===== src/rtl/vram_arbiter.sv =====
// vram_arbiter: round-robin arbiter sharing one VRAM port between two requesters.
// Optional forced-completion timeout is enabled by defining VRAM_ARB_TIMEOUT_EN.
module vram_arbiter #(
    parameter int TIMEOUT_CYCLES = 1023
) (
    input  logic        clk,
    input  logic        reset_i,

    input  logic        req0_sel_i,
    input  logic        req0_wr_i,
    input  logic [3:0]  req0_mask_i,
    input  logic [31:0] req0_addr_i,
    input  logic [15:0] req0_data_out_i,
    output logic        req0_ack_o,
    output logic        req0_err_o,
    output logic [15:0] req0_data_in_o,

    input  logic        req1_sel_i,
    input  logic        req1_wr_i,
    input  logic [3:0]  req1_mask_i,
    input  logic [31:0] req1_addr_i,
    input  logic [15:0] req1_data_out_i,
    output logic        req1_ack_o,
    output logic        req1_err_o,
    output logic [15:0] req1_data_in_o,

    output logic        vram_sel_o,
    output logic        vram_wr_o,
    output logic [3:0]  vram_mask_o,
    output logic [31:0] vram_addr_o,
    output logic [15:0] vram_data_out_o,
    input  logic        vram_ack_i,
    input  logic [15:0] vram_data_in_i,

    output logic [1:0]  grant_o,
    output logic        busy_o
);

    typedef enum logic {IDLE = 1'b0, BUSY = 1'b1} state_t;

    state_t      r_state;
    state_t      w_state_next;
    logic        r_sel;
    logic        r_wr;
    logic [3:0]  r_mask;
    logic [31:0] r_addr;
    logic [15:0] r_data;
    logic [1:0]  r_grant;
    logic        r_last;
    logic        w_pick1;
    logic        w_start;
    logic        w_done;
    logic        w_timeout;
    logic        w_busy;
    logic        w_ack;

    // r_last holds the index granted most recently; the other requester wins a tie.
    assign w_pick1 = req1_sel_i & (~req0_sel_i | ~r_last);
    assign w_busy  = (r_state == BUSY);
    assign w_ack   = (vram_ack_i | w_timeout) & w_busy;

    always_comb begin
        // NOTE: defaults first so every path assigns every output and no latch is inferred.
        w_state_next = r_state;
        w_start      = 1'b0;
        w_done       = 1'b0;
        case (r_state)
            IDLE: begin
                if (req0_sel_i | req1_sel_i) begin
                    w_start      = 1'b1;
                    w_state_next = BUSY;
                end
            end
            BUSY: begin
                if (vram_ack_i | w_timeout) begin
                    w_done       = 1'b1;
                    w_state_next = IDLE;
                end
            end
        endcase
    end

    always_ff @(posedge clk or posedge reset_i) begin
        if (reset_i) begin
            r_state <= IDLE;
        end else begin
            r_state <= w_state_next;
        end
    end

    always_ff @(posedge clk or posedge reset_i) begin
        if (reset_i) begin
            r_sel   <= 1'b0;
            r_wr    <= 1'b0;
            r_mask  <= 4'h0;
            r_addr  <= 32'h0;
            r_data  <= 16'h0;
            r_grant <= 2'b00;
            r_last  <= 1'b1;
        end else if (w_start) begin
            r_sel   <= 1'b1;
            r_grant <= w_pick1 ? 2'b10 : 2'b01;
            r_wr    <= w_pick1 ? req1_wr_i       : req0_wr_i;
            r_mask  <= w_pick1 ? req1_mask_i     : req0_mask_i;
            r_addr  <= w_pick1 ? req1_addr_i     : req0_addr_i;
            r_data  <= w_pick1 ? req1_data_out_i : req0_data_out_i;
        end else if (w_done) begin
            r_sel   <= 1'b0;
            r_wr    <= 1'b0;
            r_grant <= 2'b00;
            r_last  <= r_grant[1];
        end
    end

`ifdef VRAM_ARB_TIMEOUT_EN
    localparam int CNT_W = $clog2(TIMEOUT_CYCLES + 1);

    logic [CNT_W-1:0] r_count;

    always_ff @(posedge clk or posedge reset_i) begin
        if (reset_i) begin
            r_count <= '0;
        end else if (w_start) begin
            r_count <= '0;
        end else if (w_busy) begin
            r_count <= r_count + CNT_W'(1);
        end
    end

    // r_count is zero in the first BUSY cycle, so TIMEOUT_CYCLES-1 marks the last allowed cycle.
    assign w_timeout = w_busy & ~vram_ack_i & (r_count == CNT_W'(TIMEOUT_CYCLES - 1));
`else
    logic [31:0] w_unused_timeout;

    assign w_unused_timeout = TIMEOUT_CYCLES;
    assign w_timeout        = 1'b0;
`endif

    assign req0_ack_o      = w_ack & r_grant[0];
    assign req1_ack_o      = w_ack & r_grant[1];
    assign req0_err_o      = w_timeout & w_busy & r_grant[0];
    assign req1_err_o      = w_timeout & w_busy & r_grant[1];
    assign req0_data_in_o  = r_grant[0] ? vram_data_in_i : 16'h0;
    assign req1_data_in_o  = r_grant[1] ? vram_data_in_i : 16'h0;

    assign vram_sel_o      = r_sel;
    assign vram_wr_o       = r_wr;
    assign vram_mask_o     = r_mask;
    assign vram_addr_o     = r_addr;
    assign vram_data_out_o = r_data;
    assign grant_o         = r_grant;
    assign busy_o          = w_busy;

endmodule


===== config.mk =====
export PLATFORM = sky130hd
export DESIGN_NAME = vram_arbiter
export DESIGN_NICKNAME = d
export VERILOG_FILES = /design/src/rtl/vram_arbiter.sv
export SDC_FILE = /design/constraint.sdc
export NUM_CORES = 1
export LEC_CHECK = 0
export BUFFER_PORTS_ARGS = -buffer_cell sky130_fd_sc_hd__buf_2
export CORE_AREA = 2 2 84 86
export CTS_CLUSTER_DIAMETER = 200
export DETAILED_ROUTE_END_ITERATION = 10
export DIE_AREA = 0 0 86 88
export GPL_ROUTABILITY_DRIVEN = 0
export HOLD_SLACK_MARGIN = 0.1
export PLACE_DENSITY = 0.85
export SLEW_MARGIN = 15
export SYNTH_ARGS = -nofsm -noshare
export SYNTH_HDL_FRONTEND = slang
export SYNTH_SLANG_ARGS = --single-unit

===== constraint.sdc =====
create_clock -name clk -period 3.16 [get_ports clk]
set_input_delay 0.316 -clock clk [delete_from_list [all_inputs] [get_ports clk]]
set_output_delay 0.316 -clock clk [all_outputs]
set_load 0.01 [all_outputs]

==> results.sh <==
export IMPL_num_vias=2710
export IMPL_synth_seq_cells=58
export IMPL_root_buffer="clkbuf_8"
export IMPL_highest_layer="met4"
export IMPL_crit_fanout=28
export IMPL_cts_buffers=9
export IMPL_drc=0
export IMPL_rsz0062_at_grt="no"
export IMPL_hpwl_microns=6273
export IMPL_ctsResizeCount=0
export IMPL_first_iter_violations=78
export IMPL_leakage_uw=0.002260
export IMPL_swShare_pct=30.97
export IMPL_tightestPinTransition_ns=0.8421
export IMPL_critPathTopFamily="compound AO/OA/AOI/OAI gates"
export IMPL_power_internal_uw=1668
export IMPL_crit_arrival_ns=2.15
export IMPL_required_ns=3.41
export IMPL_finClkSkew_ns=0.008806
export IMPL_yosysMostFrequentCell="and2_1"
export IMPL_ctsLongestPathBuffers=2
export IMPL_regArea_sq_um=1453
export IMPL_cp_slowest_cell="o211a_2"
export IMPL_instances_no_fill=534
export IMPL_wl_met3_microns=630
export IMPL_yosys_area_top_type_share_pct=52.03
export IMPL_max_clock_freq_mhz=525.7
export IMPL_die_w_microns=86
export IMPL_finalSetupTns_ns=0
export IMPL_pwr_share_seq_pct=42.2
export IMPL_p_comb_share_pct=32.3
export IMPL_yosys_top_cells_count="and2_1, dfrtp_1, a221o_1"
export IMPL_die_h_microns=88
export IMPL_hold_path_startpoint="req0_addr_i[26]"
export IMPL_coreArea_sq_um=6644
export IMPL_power_per_cell_area_nw_per_um2=596.1
export IMPL_grt_max_degree=54
export IMPL_multi_input_area_sq_um=1177
export IMPL_reg2reg_from="busy_o$_DFF_PP0_"
export IMPL_ys_flop_type="dfrtp_1"
export IMPL_row_count=30
export IMPL_clk_latency_ns=0.32
export IMPL_dp_cells=517
export IMPL_syn_inst=235
export IMPL_die_area_sq_um=7568
export IMPL_hold_viol=0
export IMPL_synthArstFlopShare_pct=100.0
export IMPL_max_stage_delay_ns=0.58
export IMPL_drive_gt1_share_pct=53.08
export IMPL_ant_nets=0
export IMPL_yosys_cell_types_count=19
export IMPL_htreeDepth=3
export IMPL_slew_headroom_pct=43.82
export IMPL_synth_seq_area_share_pct=52.99
export IMPL_viasPerCell=5.075
export IMPL_syn_cell_area_sq_um=2741
export IMPL_grt_pass1_vias=2582
export IMPL_crit_buf_inv=2
export IMPL_holdCritPathClass="in -> reg"
export IMPL_r2r_setup_slack_ns=1.26
export IMPL_min_path_cells=2
export IMPL_rr_endpoint="vram_addr_o[17]$_DFFE_PP0P_"
export IMPL_finalNetCount=576
export IMPL_fin_util_pct=61.02
export IMPL_path_class="reg -> reg"
export IMPL_clk_pin_slew_ns=0.07
export IMPL_ys_warn_count=0
export IMPL_finalMaxSlewViolations=0
export IMPL_wl_met1_microns=3610
export IMPL_areaGrowthSynthToFinish_pct=47.88
export IMPL_num_fill_cells=558
export IMPL_synth_top_area_cell="dfrtp_1"
export IMPL_grt_usage_pct=21.66
export IMPL_drv_cap=0
export IMPL_yosys_top_cells_area="dfrtp_1, and2_1, a221o_1"
export IMPL_initial_core_util_pct=41.26
export IMPL_ff2ff_path_depth=4
export IMPL_finalWirelength_microns=8293
export IMPL_setup_viol=0
export IMPL_crit_path_start_kind="register"
export IMPL_synth_edff_count=0
export IMPL_avgSynthCellArea_sq_um=11.67
export IMPL_overflow=0
export IMPL_p_clk_share_pct=25.5
export IMPL_io_pins=220
export IMPL_grt_pass1_wl_microns=12560
export IMPL_routedWlPerCell_microns=15.53
export IMPL_dr_pass1_iters=4
export IMPL_vdd_drop_max_v=0.0003434
export IMPL_cts_tree="yes"
export IMPL_io_buffers=217
export IMPL_path_cells="inv_1 -> o211a_2 -> buf_4 -> a221o_1"
export IMPL_wl_met2_microns=3901
export IMPL_cp_end_kind="register"
export IMPL_switching_power_uw=748.4
export IMPL_outcome="finished clean"
export IMPL_clock_sinks=58
export IMPL_post_route_period_util_pct=60.20
export IMPL_diodes=0
export IMPL_post_route_min_period_ns=1.902
export IMPL_holdPathEnd="vram_addr_o[26]$_DFFE_PP0P_"
export IMPL_path_depth=4
export IMPL_antenna_found_initial=0
power by group through the flow:
stage / registers [uW] / logic, uW / clock network (uW)
2_1_floorplan: 1100 / 352 / 0
3_3_place_gp: 1020 / 760 / 0
3_5_place_dp: 1030 / 788 / 0
4_1_cts: 1020 / 789 / 638
5_1_grt: 1040 / 850 / 672
6_report: 1020 / 780 / 617
worst register-to-register path, cell delays in order, from the launching register on:
cell and delay (ns):
dfrtp_1 0.50, inv_1 0.13, o211a_2 0.58, buf_4 0.41
a221o_1 0.23
metrics by stage:
stage | area (sq um) | hold WS [ns] | setup WS [ns] | total power [uW]
3_5_place_dp | 3861 | 0.4245 | 1.221 | 1813
3_3_place_gp | 3861 | 0.4000 | 1.346 | 1783
4_1_cts | 4054 | 0.1980 | 1.259 | 2446
5_1_grt | 4054 | 0.1963 | 1.148 | 2565
6_report | 4054 | 0.2165 | 1.258 | 2416
2_1_floorplan | 2745 | 0.4609 | 1.418 | 1448
routing by layer:
| layer | vias to the layer above | track usage [%] |
|---|---|---|
| met4 | 0 | 8.514 |
| met3 | 15 | 6.221 |
| met5 | - | 0 |
| li1 | 1293 | - |
| met1 | 1272 | 28.47 |
| met2 | 130 | 34.04 |
layout by cell type (no fill, tap or decap), types with 2 or more instances in the layout:
cell	count
and3_1	2
inv_1	2
dfrtp_1	57
buf_2	217
clkinv_2	2
a21o_1	3
clkbuf_8	12
conb_1	2
and2_1	85
clkbuf_1	2
buf_4	4
inv_2	2
a221o_1	53
nand2_1	3
layout make-up:
class	instances	share of cell area (%)
Timing Repair Buffer	222	27.78
Multi-Input combinational cell	154	29.04
Tap cell	80	2.469
Clock buffer	14	4.259
Sequential cell	58	35.83
Clock inverter	2	0.2469
Inverter	4	0.3704
cell families (layout without fill, tap and decap cells):
family	after synthesis	in the layout	synth area share, %
AOI/OAI and AO/OA	61	61	21.77
buffers and inverters	24	242	4.610
DFF	58	58	52.99
other	1	2	0.1368
and+or+nand+nor	91	91	20.49
sequential cells by signal (all words and copies together) (netlist names):
name	cells
vram_addr_o	32
busy_o	1
vram_data_out_o	16
vram_sel_o	1
vram_mask_o	4
vram_wr_o	1
grant_o	2
r_last	1
worst max-delay path by stage:
stage / startpoint / end / slack, ns
after floorplan: reset_i / busy_o$_DFF_PP0_ / 1.42
after detailed placement: req0_sel_i / vram_addr_o[17]$_DFFE_PP0P_ / 1.22
after global placement: r_last$_DFFE_PP1P_ / vram_data_out_o[0]$_DFFE_PP0P_ / 1.35
final: busy_o$_DFF_PP0_ / vram_addr_o[17]$_DFFE_PP0P_ / 1.26
after CTS: busy_o$_DFF_PP0_ / vram_addr_o[17]$_DFFE_PP0P_ / 1.26
after global routing: busy_o$_DFF_PP0_ / vram_addr_o[17]$_DFFE_PP0P_ / 1.15
timing repair:
action / CTS / global route
buffers inserted: 0 / 0
endpoints found under the hold margin: 27 / 0
hold buffers: 1 / 0
Power figures use the tool's default switching activity.
